### config.mk
export PLATFORM = sky130hd
export DESIGN_NAME = rf_wport_arbiter
export DESIGN_NICKNAME = d
export VERILOG_FILES = /design/src/rtl/rf_wport_arbiter.sv
export SDC_FILE = /design/constraint.sdc
export NUM_CORES = 1
export LEC_CHECK = 0
export ABC_AREA = 1
export CORE_ASPECT_RATIO = 1.75
export CORE_MARGIN = 8
export CORE_UTILIZATION = 30
export DETAILED_ROUTE_END_ITERATION = 7
export MAX_ROUTING_LAYER = met4
export PLACE_DENSITY = 0.68
export SLEW_MARGIN = 20
export SYNTH_ARGS = -nofsm -noshare
export SYNTH_HDL_FRONTEND = slang
export SYNTH_SLANG_ARGS = --single-unit
### constraint.sdc
create_clock -name clk -period 4.3 [get_ports clk]
set_input_delay 0.86 -clock clk [delete_from_list [all_inputs] [get_ports clk]]
set_output_delay 0.86 -clock clk [all_outputs]
set_load 0.05 [all_outputs]
### src/rtl/rf_wport_arbiter.sv
// rf_wport_arbiter
//   Shares the single register-file write port between the in-order
//   write-back stage and an out-of-order long-latency result source.
//   Long-latency results wait in a small FIFO and drain on cycles where
//   write-back leaves the port free. A starvation counter holds write-back
//   for one cycle once the FIFO head has been denied STARVE_LIMIT times.
//   Decode can ask whether any buffered write targets a given register.
//
// Ports
//   clk, reset                     clock, asynchronous active-high reset
//   wb_we/wb_waddr/wb_wdata/wb_pc  write-back request (zero-latency path)
//   wb_hold                        port taken by FIFO; write-back must stall
//   lu_valid/lu_ready              long-latency result handshake
//   lu_waddr/lu_wdata/lu_pc        long-latency result fields
//   rf_we/rf_waddr/rf_wdata/rf_pc  register-file write port (+ trace PC)
//   qN_addr/qN_pend                pending-write lookups for rs1, rs2, rd
module rf_wport_arbiter #(
  parameter int unsigned DEPTH        = 2,
  parameter int unsigned STARVE_LIMIT = 4
) (
  input  logic        clk,
  input  logic        reset,

  input  logic        wb_we,
  input  logic [4:0]  wb_waddr,
  input  logic [31:0] wb_wdata,
  input  logic [31:0] wb_pc,
  output logic        wb_hold,

  input  logic        lu_valid,
  output logic        lu_ready,
  input  logic [4:0]  lu_waddr,
  input  logic [31:0] lu_wdata,
  input  logic [31:0] lu_pc,

  output logic        rf_we,
  output logic [4:0]  rf_waddr,
  output logic [31:0] rf_wdata,
  output logic [31:0] rf_pc,

  input  logic [4:0]  q0_addr,
  input  logic [4:0]  q1_addr,
  input  logic [4:0]  q2_addr,
  output logic        q0_pend,
  output logic        q1_pend,
  output logic        q2_pend
);

  localparam int unsigned IDX_W  = $clog2(DEPTH);
  localparam int unsigned PTR_W  = IDX_W + 1;
  localparam int unsigned CNT_W  = $clog2(STARVE_LIMIT + 1);
  localparam int unsigned NQUERY = 3;

  typedef struct packed {
    logic [4:0]  waddr;
    logic [31:0] wdata;
    logic [31:0] pc;
  } lu_entry_t;

  // ---------------------------------------------------------------------
  // State
  // ---------------------------------------------------------------------
  logic [PTR_W-1:0] head_q, head_d;
  logic [PTR_W-1:0] tail_q, tail_d;
  logic [CNT_W-1:0] starve_cnt_q, starve_cnt_d;
  lu_entry_t        mem_q [DEPTH];
  lu_entry_t        mem_d [DEPTH];

  // ---------------------------------------------------------------------
  // FIFO status
  // ---------------------------------------------------------------------
  logic             fifo_empty_c;
  logic             fifo_full_c;
  logic [PTR_W-1:0] occupancy_c;
  logic [IDX_W-1:0] head_idx_c;
  logic [IDX_W-1:0] tail_idx_c;
  lu_entry_t        head_entry_c;

  assign head_idx_c   = head_q[IDX_W-1:0];
  assign tail_idx_c   = tail_q[IDX_W-1:0];
  assign fifo_empty_c = (head_q == tail_q);
  assign fifo_full_c  = (head_q[PTR_W-1] != tail_q[PTR_W-1]) &&
                        (head_idx_c == tail_idx_c);
  assign occupancy_c  = PTR_W'(tail_q - head_q);
  assign head_entry_c = mem_q[head_idx_c];

  // ---------------------------------------------------------------------
  // Requests and grant
  // ---------------------------------------------------------------------
  logic wb_req_c;
  logic fifo_req_c;
  logic starved_c;
  logic fifo_grant_c;
  logic wb_grant_c;
  logic enq_c;

  // Reset gates the requests so nothing reaches the port while asserted.
  assign wb_req_c     = !reset && wb_we && (wb_waddr != 5'd0);
  assign fifo_req_c   = !reset && !fifo_empty_c;
  assign starved_c    = (starve_cnt_q == CNT_W'(STARVE_LIMIT));
  assign fifo_grant_c = fifo_req_c && (!wb_req_c || starved_c);
  assign wb_grant_c   = !fifo_grant_c && wb_req_c;

  // lu_ready comes from registered state only; x0 results are acknowledged
  // but never stored.
  assign lu_ready = !fifo_full_c;
  assign enq_c    = !reset && lu_valid && lu_ready && (lu_waddr != 5'd0);

  assign wb_hold  = fifo_grant_c && wb_req_c;

  // ---------------------------------------------------------------------
  // Write port mux
  // ---------------------------------------------------------------------
  always_comb begin
    rf_we    = 1'b0;
    rf_waddr = wb_waddr;
    rf_wdata = wb_wdata;
    rf_pc    = wb_pc;
    if (fifo_grant_c) begin
      rf_we    = 1'b1;
      rf_waddr = head_entry_c.waddr;
      rf_wdata = head_entry_c.wdata;
      rf_pc    = head_entry_c.pc;
    end else if (wb_grant_c) begin
      rf_we    = 1'b1;
    end
  end

  // ---------------------------------------------------------------------
  // Next-state: pointers, storage, starvation counter
  // ---------------------------------------------------------------------
  always_comb begin
    head_d       = head_q;
    tail_d       = tail_q;
    mem_d        = mem_q;
    starve_cnt_d = starve_cnt_q;

    if (fifo_grant_c) begin
      head_d = PTR_W'(head_q + PTR_W'(1));
    end

    // When full, lu_ready is already low, so a same-cycle pop cannot make
    // room for this enqueue; the freed slot is visible next cycle.
    if (enq_c) begin
      mem_d[tail_idx_c] = '{waddr: lu_waddr, wdata: lu_wdata, pc: lu_pc};
      tail_d            = PTR_W'(tail_q + PTR_W'(1));
    end

    // Counts consecutive cycles the head loses to write-back.
    if (fifo_grant_c || !fifo_req_c) begin
      starve_cnt_d = '0;
    end else if (wb_grant_c && !starved_c) begin
      starve_cnt_d = CNT_W'(starve_cnt_q + CNT_W'(1));
    end
  end

  // ---------------------------------------------------------------------
  // Pending-write lookup over occupied entries (includes one being popped)
  // ---------------------------------------------------------------------
  logic [4:0]        q_addr_c [NQUERY];
  logic [NQUERY-1:0] q_pend_c;

  assign q_addr_c[0] = q0_addr;
  assign q_addr_c[1] = q1_addr;
  assign q_addr_c[2] = q2_addr;

  always_comb begin
    q_pend_c = '0;
    for (int q = 0; q < int'(NQUERY); q++) begin
      for (int i = 0; i < int'(DEPTH); i++) begin
        if ((PTR_W'(i) < occupancy_c) && (q_addr_c[q] != 5'd0) &&
            (mem_q[IDX_W'(head_q + PTR_W'(i))].waddr == q_addr_c[q])) begin
          q_pend_c[q] = 1'b1;
        end
      end
    end
  end

  assign q0_pend = q_pend_c[0];
  assign q1_pend = q_pend_c[1];
  assign q2_pend = q_pend_c[2];

  // ---------------------------------------------------------------------
  // Registers
  // ---------------------------------------------------------------------
  always_ff @(posedge clk or posedge reset) begin
    if (reset) begin
      head_q       <= '0;
      tail_q       <= '0;
      starve_cnt_q <= '0;
    end else begin
      head_q       <= head_d;
      tail_q       <= tail_d;
      starve_cnt_q <= starve_cnt_d;
    end
  end

  // Payload storage needs no reset: occupancy is tracked by the pointers.
  always_ff @(posedge clk) begin
    mem_q <= mem_d;
  end

endmodule

Yosys cells after proc, flatten, opt, wreduce, memory -nomap -nowiden
Cells that the tools add are included.

Output and inout port bits: 75. Register bits after elaboration: 145.

Multiplexer cells: 22. Add/subtract/negate cells: 4. Magnitude comparators: 6. Bitwise logic cells: 3. Reduce and logical (&&, ||, !) cells: 39. Equal/unequal tests: 10.

Operators with widths (count): $mux W69 (7); $bwmux W138 (1); $demux W69 S1 (1); $mux W32 (2); $eq A5 B5 Y1 (6); $reduce_bool A5 Y1 (5); $logic_and A1 B1 Y1 (24); $mux W1 (8); $logic_not A1 Y1 (7); $ge A2 B2 Y1 const B (3); $mux W3 (2); $not A1 Y2 (3); $mux W5 (1); $add A2 B1 Y2 const B (2); $lt A1 B2 Y1 const A (2); $add A3 B1 Y3 const B (1); $eq A3 B3 Y1 const B (1); $eq A2 B2 Y1 (1); $logic_or A1 B1 Y1 (2); $lt A2 B1 Y1 const B (1); $reduce_bool A2 Y1 (1); $sub A2 B2 Y2 (1); $eq A1 B1 Y1 (1); $ne A1 B1 Y1 (1).

Longest topological paths before layout
Gate-level depths: netlist of the first run.

Depth after elaboration: 11. Mapped depth: 11. Mapped depth without buffers: 10.

Least setup slack after synthesis of the first run
OpenSTA, ideal clock, no wires.

Path kind: reg2reg. Start: reg tail_q[0]. End: reg mem_q[0] (netlist name), enable pin. Data required time: 3802 ps. Data arrival time: 4313 ps. Cell stages (with the launch flop): 6. Buffers on the path: 0. Path slack: -511 ps. Cells stage by stage: dfrtp_1 inv_1 ha_1 nand2_1 nand4_1 nor2_1.

Longest elaborated chain between the ends: 5.

RTL lines: from (decl) (RTL line 64) `logic [PTR_W-1:0] tail_q, tail_d;`; from (signal assigned) (RTL line 193) `tail_q <= tail_d;`; $eq A1 B1 Y1 (RTL line 83) `(head_idx_c == tail_idx_c);`; $logic_and A1 B1 Y1 (RTL line 82) `assign fifo_full_c = (head_q[PTR_W-1] != tail_q[PTR_W-1]) &&`; $logic_not A1 Y1 (RTL line 106) `assign lu_ready = !fifo_full_c;`; named net lu_ready (RTL line 31) `output logic lu_ready,`; $logic_and A1 B1 Y1 (2 in a row) (RTL line 107) `assign enq_c = !reset && lu_valid && lu_ready && (lu_waddr != 5'd0);`; to (signal assigned) (RTL line 200) `mem_q <= mem_d;`; to (decl) (RTL line 66) `lu_entry_t mem_q [DEPTH];`.

The timed path passes the listed nets, and every way through them passes these cells. A chain may end at the register's enable or synchronous reset.

Worst setup path in the final report of the first run
Start: reg head_q[0]. End: out q2_pend.

Longest elaborated chain between the ends: 8. Elaborated cells on any way between the ends: 20. Classes of those cells: 2 x add/sub; 2 x order compare; 2 x eq/ne; 8 x mux; 2 x bitwise; 4 x reduce/logical.

RTL lines: from (decl) (RTL line 63) `logic [PTR_W-1:0] head_q, head_d;`; from (signal assigned) (RTL line 188) `head_q <= '0;`; from (signal assigned) (RTL line 192) `head_q <= head_d;`; $add A2 B1 Y2 or $not A1 Y2 (tied branches) (RTL line 172) `(mem_q[IDX_W'(head_q + PTR_W'(i))].waddr == q_addr_c[q])) begin`; $not A1 Y2 (not written as such) or $mux W69 (tied branches) (RTL line 172); $mux W69 (not written as such) (2 in a row) (RTL line 172); $mux W69 (not written as such) or $eq A5 B5 Y1 (tied branches) (RTL line 172); $eq A5 B5 Y1 or $logic_and A1 B1 Y1 (tied branches) (RTL line 172, 171); $logic_and A1 B1 Y1 or $mux W1 (tied branches) (RTL line 171) `if ((PTR_W'(i) < occupancy_c) && (q_addr_c[q] != 5'd0) &&`; $mux W1 * (RTL line 171); to (decl) (RTL line 46) `output logic q2_pend`.

Mark *: on every way between the ends. The rest lies on a longest branch, timed or not. The select of a mux whose other input is x is not followed.

==> impl_results.md, run 1 <==
* Status: complete, no violations
* Number of global-route vias before repair at 5,572
* Pin count of the biggest net entering global routing at 71
* Crit path buffers/inverters at 2
* Post-layout util at 0.476
* Required @ worst endpoint at 3.44 ns
* Max incr delay on CP at 0.82 ns
* Clk sinks at 145
* RD Place Congestion at 0.847
* Max FO, Critical Path at 34
* CTS root buffer: clkbuf_16
* I/O pin cnt at 232
* Max clock buf depth at 2
* Final net count at 1,012
* Post-synthesis cell count at 617
* Synth warn at 0
* Post-CTS setup buffer count at 0
* HP Class: reg2reg
* Commonest cells after routing, fill and taps aside: 171 x nand2_1, 161 x clkdlybuf4s50_1, 138 x edfxtp_1
* Rows at 73
* Antenna viol nets, final at 0
* Clock power share at 0.197
* Initial DRC Count at 230
* Core Area at 22,700 um2
* Final Skew at 0.00849 ns
* Die area at 28,500 um2
* TNS Setup at 0 ns
* Via count at 5,264
* First-pass GRT wire length at 30,500 um
* Setup crit start kind: flop
* Final count of negative-setup-slack endpoints at 0
* Sequential share of power at 0.251
* Fin crit share at 0.911
* Register area share after synthesis at 0.622
* Yosys reg bits at 145
* Syn nets at 777
* Cell family with most CP delay: buffers and inverters
* CTS tree: done
* Int Pwr at 4360 uW
* Fillers at 2,049
* Leakage at 0.00439 uW
* Comb pwr share at 0.552
* TritonRoute pass-1 iters at 4
* Height of the die at 217 um
* RSZ-0062 raised after global routing: no
* Clock latency on the worst-skew pair at 0.42 ns
* Switching share of power at 0.412
* TritonCTS buffer count at 17
* Psw at 3050 uW
* Worst IR Drop VDD at 0.000407 V
* CTS Hold Bufs at 0
* Via-per-instance ratio at 4.51
* Setup crit end kind: output port
* Synthesized area at 6940 um2
* Measured slew at the worst slew-check pin at 0.717 ns
* CP max-delay cell: clkdlybuf4s50_1
* Cell Chain, Critical Path: buf_4, nand2_1, nand2_1, nand2_1, nand2_1, nand3_1, nor2_1, nand2_1, nand2_1, clkdlybuf4s50_1
* GRT overflow at 0
* Max_cap viols at 0
* Power Dens Cells at 685 nW/um2
* Reg clk slew, reported paths at 0.06 ns
* Die X-Extent at 131 um
* Syn avg cell area at 11.3 um2
* Share of layout cells above drive strength 1 at 0.171
* GRT Total Usage at 0.150
* Maximum clock frequency at 0.255 GHz
* Drt wl/cell at 17.4 um
* Netlist cell types at 24
* Detailed-route DRC error count at 0
* Minimum clock period at 3.92 ns
* Post_cts resized at 0
* DP HPWL at 15,700 um
* Initial Util at 0.305
* Commonest non-fill, non-tap cell in the layout: nand2_1
* Worst EP arrival at 3.06 ns
* Port buffer count at 231
* Worst path most repeated cell: nand2_1
* Slew margin rel. at 0.522
* Drt total wl at 20,400 um
* Crit Path Class: reg2out
* Fin. Hold Viols at 0
* P&R area growth vs syn at 55.9%
* Max Slew Vio Count at 0
* Initial antenna violation count at 3
* H-tree Lvls at 4
[per-stage QoR]
step	setup slack, ns	instance area, um2	instances	hold slack [ns]	total power (uW)
6_report	0.382	10800	1168	0.463	7420
5_1_grt	0.172	10800	1168	0.491	7790
4_1_cts	0.334	10800	1165	0.472	7530
3_5_place_dp	0.436	10200	1133	0.464	6050
3_3_place_gp	0.551	10200	1133	0.459	6000
2_1_floorplan	-0.511	6940	617	0.442	4280
[layout make-up]
type                       count  area [um2]  area share
antenna                        3        7.51    0.000693
clock buffer                  17         425      0.0393
clock inverter                15         168      0.0155
inverter                      41         154      0.0142
multi-input combinational    406        2280       0.210
sequential                   145        4320       0.399
tap                          300         375      0.0347
timing repair buffer         241        3100       0.286
[logic make-up after synthesis]
logic type | count (synthesis) | synth area share
adder cells (fa/ha/maj) | 3 | 0.00541
multiplexers | 64 | 0.0923
XOR/XNOR | 6 | 0.00757
buffers and inverters | 66 | 0.0532
flip-flops | 145 | 0.622
AO/OA/AOI/OAI | 70 | 0.0607
AND/OR/NAND/NOR | 263 | 0.159
[cell usage after synthesis]
cell type / number / area [um2]
nand2_1: 171 / 642
edfxtp_1: 138 / 4140
mux2i_1: 64 / 641
nand3_1: 48 / 240
o21ai_1: 42 / 210
inv_1: 38 / 143
nor2_1: 21 / 78.8
o21ai_2: 16 / 140
nand2_2: 13 / 81.3
o21ai_0: 11 / 55.1
buf_2: 10 / 50.1
buf_6: 10 / 113
dfrtp_1: 7 / 175
nand4_1: 5 / 31.3
xor2_1: 4 / 35.0
buf_4: 3 / 22.5
ha_1: 3 / 37.5
inv_2: 3 / 11.3
nor3_1: 3 / 15.0
buf_8: 2 / 30.0
xnor2_1: 2 / 17.5
nand3b_1: 1 / 7.51
nor3b_1: 1 / 7.51
o21ai_4: 1 / 16.3
[power groups by stage]
stage	logic [uW]	clock network (uW)	registers (uW)
2_1_floorplan	2400	0	1890
3_3_place_gp	4120	0	1890
3_5_place_dp	4150	0	1900
4_1_cts	4160	1500	1870
5_1_grt	4350	1560	1880
6_report	4090	1460	1860
[worst register-to-register path, cell delays in order, from the launching register on]
cell and delay [ns]:
dfrtp_4 0.53, ha_1 0.36, nand2_1 0.11, nand4_1 0.28, nor2_4 0.31, buf_12 0.33
[worst paths after layout]
check	from	slack, ns	end	cells past startpoint
setup / recovery	head_q[0]$_DFFE_PP0N_	0.38	q2_pend	10
hold / removal	starve_cnt_q[0]$_DFFE_PP0P_	0.46	starve_cnt_q[0]$_DFFE_PP0P_	1
setup reg to reg	head_q[0]$_DFFE_PP0N_	1.93	mem_q[137]$_DFFE_PP_	5
hold reg to reg	starve_cnt_q[0]$_DFFE_PP0P_	0.46	starve_cnt_q[0]$_DFFE_PP0P_	1
max in group asynchronous	reset	3.33	head_q[0]$_DFFE_PP0N_	3
min in group asynchronous	reset	0.80	starve_cnt_q[0]$_DFFE_PP0P_	3
[per-layer routing]
metal	vias to the layer above	GRT usage	share of wire
met4	0	0.0723	0.028
met3	34	0.0367	0.050
li1	2633	-	-
met2	146	0.279	0.59
met1	2451	0.135	0.33
met5	-	-	0
[registers in the layout, summed over array words and instances, names as in the netlist]
register and flops:
tail_q 2, mem_q 138, starve_cnt_q 3, head_q 2
Power figures use the tool's default switching activity.
==> run 2, diff against run 1 <==
Settings changed: CORE_UTILIZATION 30 to 42, PLACE_DENSITY 0.68 to 0.86.
==> impl_results.md, run 2 (synthesis gave the netlist of run 1 again) <==
* Commonest non-fill, non-tap cell in the layout: nand2_1
* Area of the multi-input gates at 2280 um2 (unchanged)
* Antenna viol nets, final at 0 (unchanged)
* Worst reg2reg startpoint: head_q[0]$_DFFE_PP0N_
* Pin count of the biggest net entering global routing at 40 (-44%)
* Biggest regs: mem_q x138, starve_cnt_q x3
* Slew margin rel. at 0.579 (+0.0566)
* Placed cell area at 10,100 um2 (-1.2%)
* Share of layout cells above drive strength 1 at 0.167 (-0.00366)
* TNS Setup at 0 ns (unchanged)
* Clk sinks at 145 (unchanged)
* Crit Path Class: reg2out
* Via-per-instance ratio at 5.01 (+11%)
* Final count of negative-setup-slack endpoints at 0 (unchanged)
* H-tree Lvls at 4 (unchanged)
* Initial Util at 0.426 (+0.121)
* Drt wl/cell at 18.2 um (+4.3%)
* Non-filler cells, final at 1,063 (-9.0%)
* Fin. Hold Viols at 0 (unchanged)
* Final net count at 1,015 (+0.30%)
* Worst path most repeated cell: nand2_1
* RSZ-0062 raised after global routing: no
* Maximum clock frequency at 0.249 GHz (-2.6%)
* CTS tree: done
* CP max-delay cell: clkdlybuf4s50_1
* Port buffer count at 231 (unchanged)
* Fillers at 1,190 (-42%)
* Number of global-route vias before repair at 5,511 (-1.1%)
* Hold EP: starve_cnt_q[0]$_DFFE_PP0P_
* RD Place Congestion at 0.930 (+9.8%)
* Post-CTS setup buffer count at 0 (unchanged)
* Detailed-route DRC error count at 0 (unchanged)
* Post_cts resized at 0 (unchanged)
* First-pass GRT wire length at 29,000 um (-5.0%)
* Setup crit end kind: output port
* Reg with most FFs: mem_q
* Max clock buf depth at 2 (unchanged)
* Die area at 21,100 um2 (-26%)
* Required @ worst endpoint at 3.44 ns (about the same)
* Setup crit start kind: flop
* Placed cells at 1,028 (-9.3%)
* Worst IR Drop VDD at 0.000459 V (+13%)
* Max incr delay on CP at 0.81 ns (about the same)
* Hold path depth at 1 (unchanged)
* Final Skew at 0.00599 ns (-0.00251 ns)
* Die X-Extent at 113 um (-14%)
* Worst R2R Setup Slack at 1.93 ns (about the same)
* GRT overflow at 0 (unchanged)
* Reg2Reg Depth at 5 (unchanged)
* Min-delay src: starve_cnt_q[0]$_DFFE_PP0P_
* Status: complete, no violations
* Max FO, Critical Path at 16 (-53%)
* DP HPWL at 15,200 um (-3.1%)
* P&R area growth vs syn at 54.6%
* Core Area at 16,300 um2 (-28%)
* Max_cap viols at 0 (unchanged)
* Initial antenna violation count at 5 (+2)
* Leakage at 0.00441 uW (+0.43%)
* Reg clk slew, reported paths at 0.06 ns (about the same)
* Rows at 62 (-15%)
* Max Slew Vio Count at 0 (unchanged)
* Reg2reg end: mem_q[113]$_DFFE_PP_
* Via count at 5,326 (+1.2%)
* Register Area at 4320 um2 (unchanged)
* GRT Total Usage at 0.190 (+0.0404)
* CTS Hold Bufs at 0 (unchanged)
* Measured slew at the worst slew-check pin at 0.632 ns (-0.0849 ns)
* TritonRoute pass-1 iters at 7 (+3)
* Worst EP arrival at 3.16 ns (+0.10 ns)
* Commonest cells after routing, fill and taps aside: 171 x nand2_1, 161 x clkdlybuf4s50_1, 138 x edfxtp_1
* Hold slack at 0.479 ns (+0.0160 ns)
* Initial DRC Count at 256 (+11%)
* Power Dens Cells at 699 nW/um2 (+2.0%)
* TritonCTS buffer count at 17 (unchanged)
* CTS root buffer: clkbuf_16
* Clock latency on the worst-skew pair at 0.41 ns (about the same)
* Cell Chain, Critical Path: inv_1, nand2_1, nand2_1, nand2_1, nand2_1, nand2_1, nor2_1, nand3_1, nand2_1, clkdlybuf4s50_1
* Fin crit share at 0.935 (+0.0240)
* Max FFs per register at 138 (unchanged)
* Drt total wl at 19,300 um (-5.0%)
* I/O pin cnt at 232 (unchanged)
* HP Class: reg2reg
* Minimum clock period at 4.02 ns (+0.103 ns)
* Height of the die at 186 um (-14%)
* Post-route cell area at 10,700 um2 (-0.84%)
run 2: cell types whose count changed in the layout (fill, tap and decap cells not counted):
cell | before | now
diode_2 | 3 | 5
bufinv_16 | 3 | 5
clkbuf_1 | 0 | 2
clkinvlp_4 | 4 | 3
buf_4 | 9 | 13
buf_12 | 71 | 70
clkinv_1 | 0 | 2
inv_6 | 1 | 0
clkinv_2 | 6 | 0
run 2: layer usage:
layer,GRT usage,vias up,share of wire
li1,-,2639,-
met1,0.180,2469,0.35
met2,0.339,175,0.56
met3,0.0491,43,0.052
met4,0.114,0,0.046
met5,-,-,0
run 2: metrics by stage:
step | util | total power, uW | setup WS, ns
final | 0.659 | 7500 | 0.279
after detailed placement | 0.620 | 6020 | 0.371
after global routing | 0.659 | 7840 | 0.140
after floorplan | - | 4280 | -0.511
after CTS | 0.658 | 7580 | 0.280
after global placement | 0.620 | 5960 | 0.461
run 2: power by group:
| part | switching (uW) | internal [uW] |
|---|---|---|
| clock | 526 | 1020 |
| sequential | 84.3 | 1790 |
| combinational | 2410 | 1670 |
| total | 3020 | 4480 |
run 2: layout make-up:
class	count	area share
repair buffers	244	0.290
diodes	5	0.00117
flip-flops and latches	145	0.403
well taps	192	0.0224
clock inverters	11	0.0176
multi-input cells	406	0.212
clock buffers	19	0.0403
inverters	41	0.0143
run 2: how the worst max path moves through the flow:
stage	start	endpoint	slack, ns	cells past startpoint
after floorplan	tail_q[0]$_DFFE_PP0N_	mem_q[0]$_DFFE_PP_	-0.51	5
after global placement	reset	rf_wdata[26]	0.46	8
after detailed placement	reset	rf_wdata[8]	0.37	8
after CTS	head_q[0]$_DFFE_PP0N_	q0_pend	0.28	10
after global routing	head_q[0]$_DFFE_PP0N_	q1_pend	0.14	10
final	head_q[0]$_DFFE_PP0N_	q0_pend	0.28	10
run 2: critical path, delay by kind of cell, from the launching register on:
family | cells | cell delay, ns
AND/OR/NAND/NOR | 8 | 0.95
buffers and inverters | 2 | 1.21
flip-flops | 1 | 0.57
==> run 3, diff against run 2 <==
Settings changed: CORE_UTILIZATION 42 to 50, CTS_BUF_LIST set to sky130_fd_sc_hd__clkbuf_8 sky130_fd_sc_hd__clkbuf_16, PLACE_DENSITY 0.86 to 0.95.
Clock period 4.3 ns to 4.7 ns, I/O delays scaled along.
==> impl_results.md, run 3 (synthesis gave the netlist of run 1 again) <==
* Status: complete, no violations
* Share of layout cells above drive strength 1 at 0.166 (-0.00154)
* Worst EP arrival at 3.18 ns (+0.02 ns)
* Die X-Extent at 105 um (-7.2%)
* Hold slack at 0.489 ns (+0.00996 ns)
* Maximum clock frequency at 0.243 GHz
* Crit Path Class: reg2out
* Minimum clock period at 4.12 ns
* TritonRoute pass-1 iters at 5 (-2)
* Detailed-route DRC error count at 0 (unchanged)
* Reg clk slew, reported paths at 0.06 ns (about the same)
* Rows at 57 (-8.1%)
* Slew margin rel. at 0.359 (-0.220)
* Post_cts resized at 0 (unchanged)
* HP Class: reg2reg
* Max FFs per register at 138 (unchanged)
* CTS root buffer: clkbuf_16
* Cell family with most CP delay: buffers and inverters
* Measured slew at the worst slew-check pin at 0.961 ns (+0.329 ns)
* Setup crit start kind: flop
* Biggest regs: mem_q x138, starve_cnt_q x3
* CTS tree: done
* Commonest non-fill, non-tap cell in the layout: nand2_1
* Post-CTS setup buffer count at 0 (unchanged)
* Port buffer count at 231 (unchanged)
* GRT Total Usage at 0.227 (+0.0371)
* I/O pin cnt at 232 (unchanged)
* Clk sinks at 145 (unchanged)
* Max incr delay on CP at 0.80 ns (about the same)
* Reg with most FFs: mem_q
* H-tree Lvls at 4 (unchanged)
* Initial antenna violation count at 1 (-4)
* Final Skew at 0.00822 ns (+0.00223 ns)
* Power Dens Cells at 637 nW/um2 (-8.9%)
* Commonest cells after routing, fill and taps aside: 171 x nand2_1, 161 x clkdlybuf4s50_1, 138 x edfxtp_1
* Crit path buffers/inverters at 2 (unchanged)
* Max clock buf depth at 2 (unchanged)
* Via count at 5,504 (+3.3%)
* CP max-delay cell: clkdlybuf4s50_1
* Clock latency on the worst-skew pair at 0.41 ns (about the same)
* Final net count at 1,009 (-0.59%)
* Height of the die at 172 um (-7.6%)
* Worst path most repeated cell: nand2_1
* Core Area at 13,800 um2 (-16%)
* CTS Hold Bufs at 0 (unchanged)
* Fin. Hold Viols at 0 (unchanged)
* Initial DRC Count at 362 (+41%)
* Pin count of the biggest net entering global routing at 74 (+85%)
* P&R area growth vs syn at 53.2%
* Drt wl/cell at 19.2 um (+5.6%)
* Number of global-route vias before repair at 5,924 (+7.5%)
* Leakage at 0.00437 uW (-0.87%)
* Antenna viol nets, final at 0 (unchanged)
* Fillers at 820 (-31%)
* Final count of negative-setup-slack endpoints at 0 (unchanged)
* Die area at 18,100 um2 (-14%)
* First-pass GRT wire length at 30,500 um (+5.3%)
* GRT overflow at 0 (unchanged)
* Drt total wl at 20,000 um (+3.4%)
* TritonCTS buffer count at 17 (unchanged)
* RD Place Congestion at 0.998 (+7.3%)
* Required @ worst endpoint at 3.76 ns (+0.32 ns)
* Cell Chain, Critical Path: inv_1, nand2_1, nand2_1, nand2_1, nand2_1, nand2_1, nor2_1, nand3_1, nand2_1, clkdlybuf4s50_1
* Max Slew Vio Count at 0 (unchanged)
* Initial Util at 0.504 (+0.0782)
* Max FO, Critical Path at 33 (+17)
* RSZ-0062 raised after global routing: no
* Setup crit end kind: output port
* Max_cap viols at 0 (unchanged)
* Fin crit share at 0.876
* Worst IR Drop VDD at 0.000412 V (-10%)
* Via-per-instance ratio at 5.29 (+5.5%)
* DP HPWL at 15,000 um (-0.97%)
* TNS Setup at 0 ns (unchanged)
==> run 3: worst reg2reg max path, stage by stage (launching register included) <==
cell	delay [ns]
dfrtp_4	0.67
ha_1	0.42
nand2_1	0.11
nand4_1	0.30
nor2_4	0.16
buf_4	0.73
==> run 3: path summary, 6_finish.rpt <==
path / start / end / slack (ns) / cells after the start
setup / recovery: head_q[0]$_DFFE_PP0N_ / q0_pend / 0.58 / 10
hold / removal: starve_cnt_q[0]$_DFFE_PP0P_ / starve_cnt_q[0]$_DFFE_PP0P_ / 0.49 / 1
setup reg to reg: head_q[0]$_DFFE_PP0N_ / mem_q[113]$_DFFE_PP_ / 1.87 / 5
hold reg to reg: starve_cnt_q[0]$_DFFE_PP0P_ / starve_cnt_q[0]$_DFFE_PP0P_ / 0.49 / 1
max in group asynchronous: reset / head_q[0]$_DFFE_PP0N_ / 3.57 / 2
min in group asynchronous: reset / starve_cnt_q[1]$_DFFE_PP0P_ / 0.81 / 2
==> run 3: power by group <==
| group | internal, uW | switching (uW) |
|---|---|---|
| Clock | 785 | 535 |
| Sequential | 1640 | 120 |
| Combinational | 1510 | 2170 |
==> run 3: through the flow <==
step                 util  instance area, um2  worst slack [ns]  cells  power [uW]
finish              0.773               10600             0.584   1041        6770
global route        0.773               10600             0.412   1040        7060
CTS                 0.773               10600             0.631   1039        6800
detailed placement  0.730               10100             0.686   1007        5480
global placement    0.730               10100             0.783   1007        5380
floorplan               -                6950             0.870    617        3910
==> run 3: area by class of cell <==
class / instances / area, um2 / area share
sequential: 145 / 4320 / 0.406
timing repair buffer: 238 / 3080 / 0.289
multi-input combinational: 406 / 2280 / 0.214
clock buffer: 17 / 425 / 0.0400
tap: 177 / 221 / 0.0208
clock inverter: 15 / 156 / 0.0147
inverter: 41 / 154 / 0.0145
antenna: 2 / 5.00 / 0.000470
==> run 3: per-layer routing <==
| layer | up-vias | share of wire | GRT usage |
|---|---|---|---|
| met5 | - | 0 | - |
| met4 | 0 | 0.043 | 0.130 |
| met3 | 59 | 0.057 | 0.0571 |
| met2 | 224 | 0.56 | 0.403 |
| met1 | 2598 | 0.34 | 0.221 |
| li1 | 2623 | - | - |
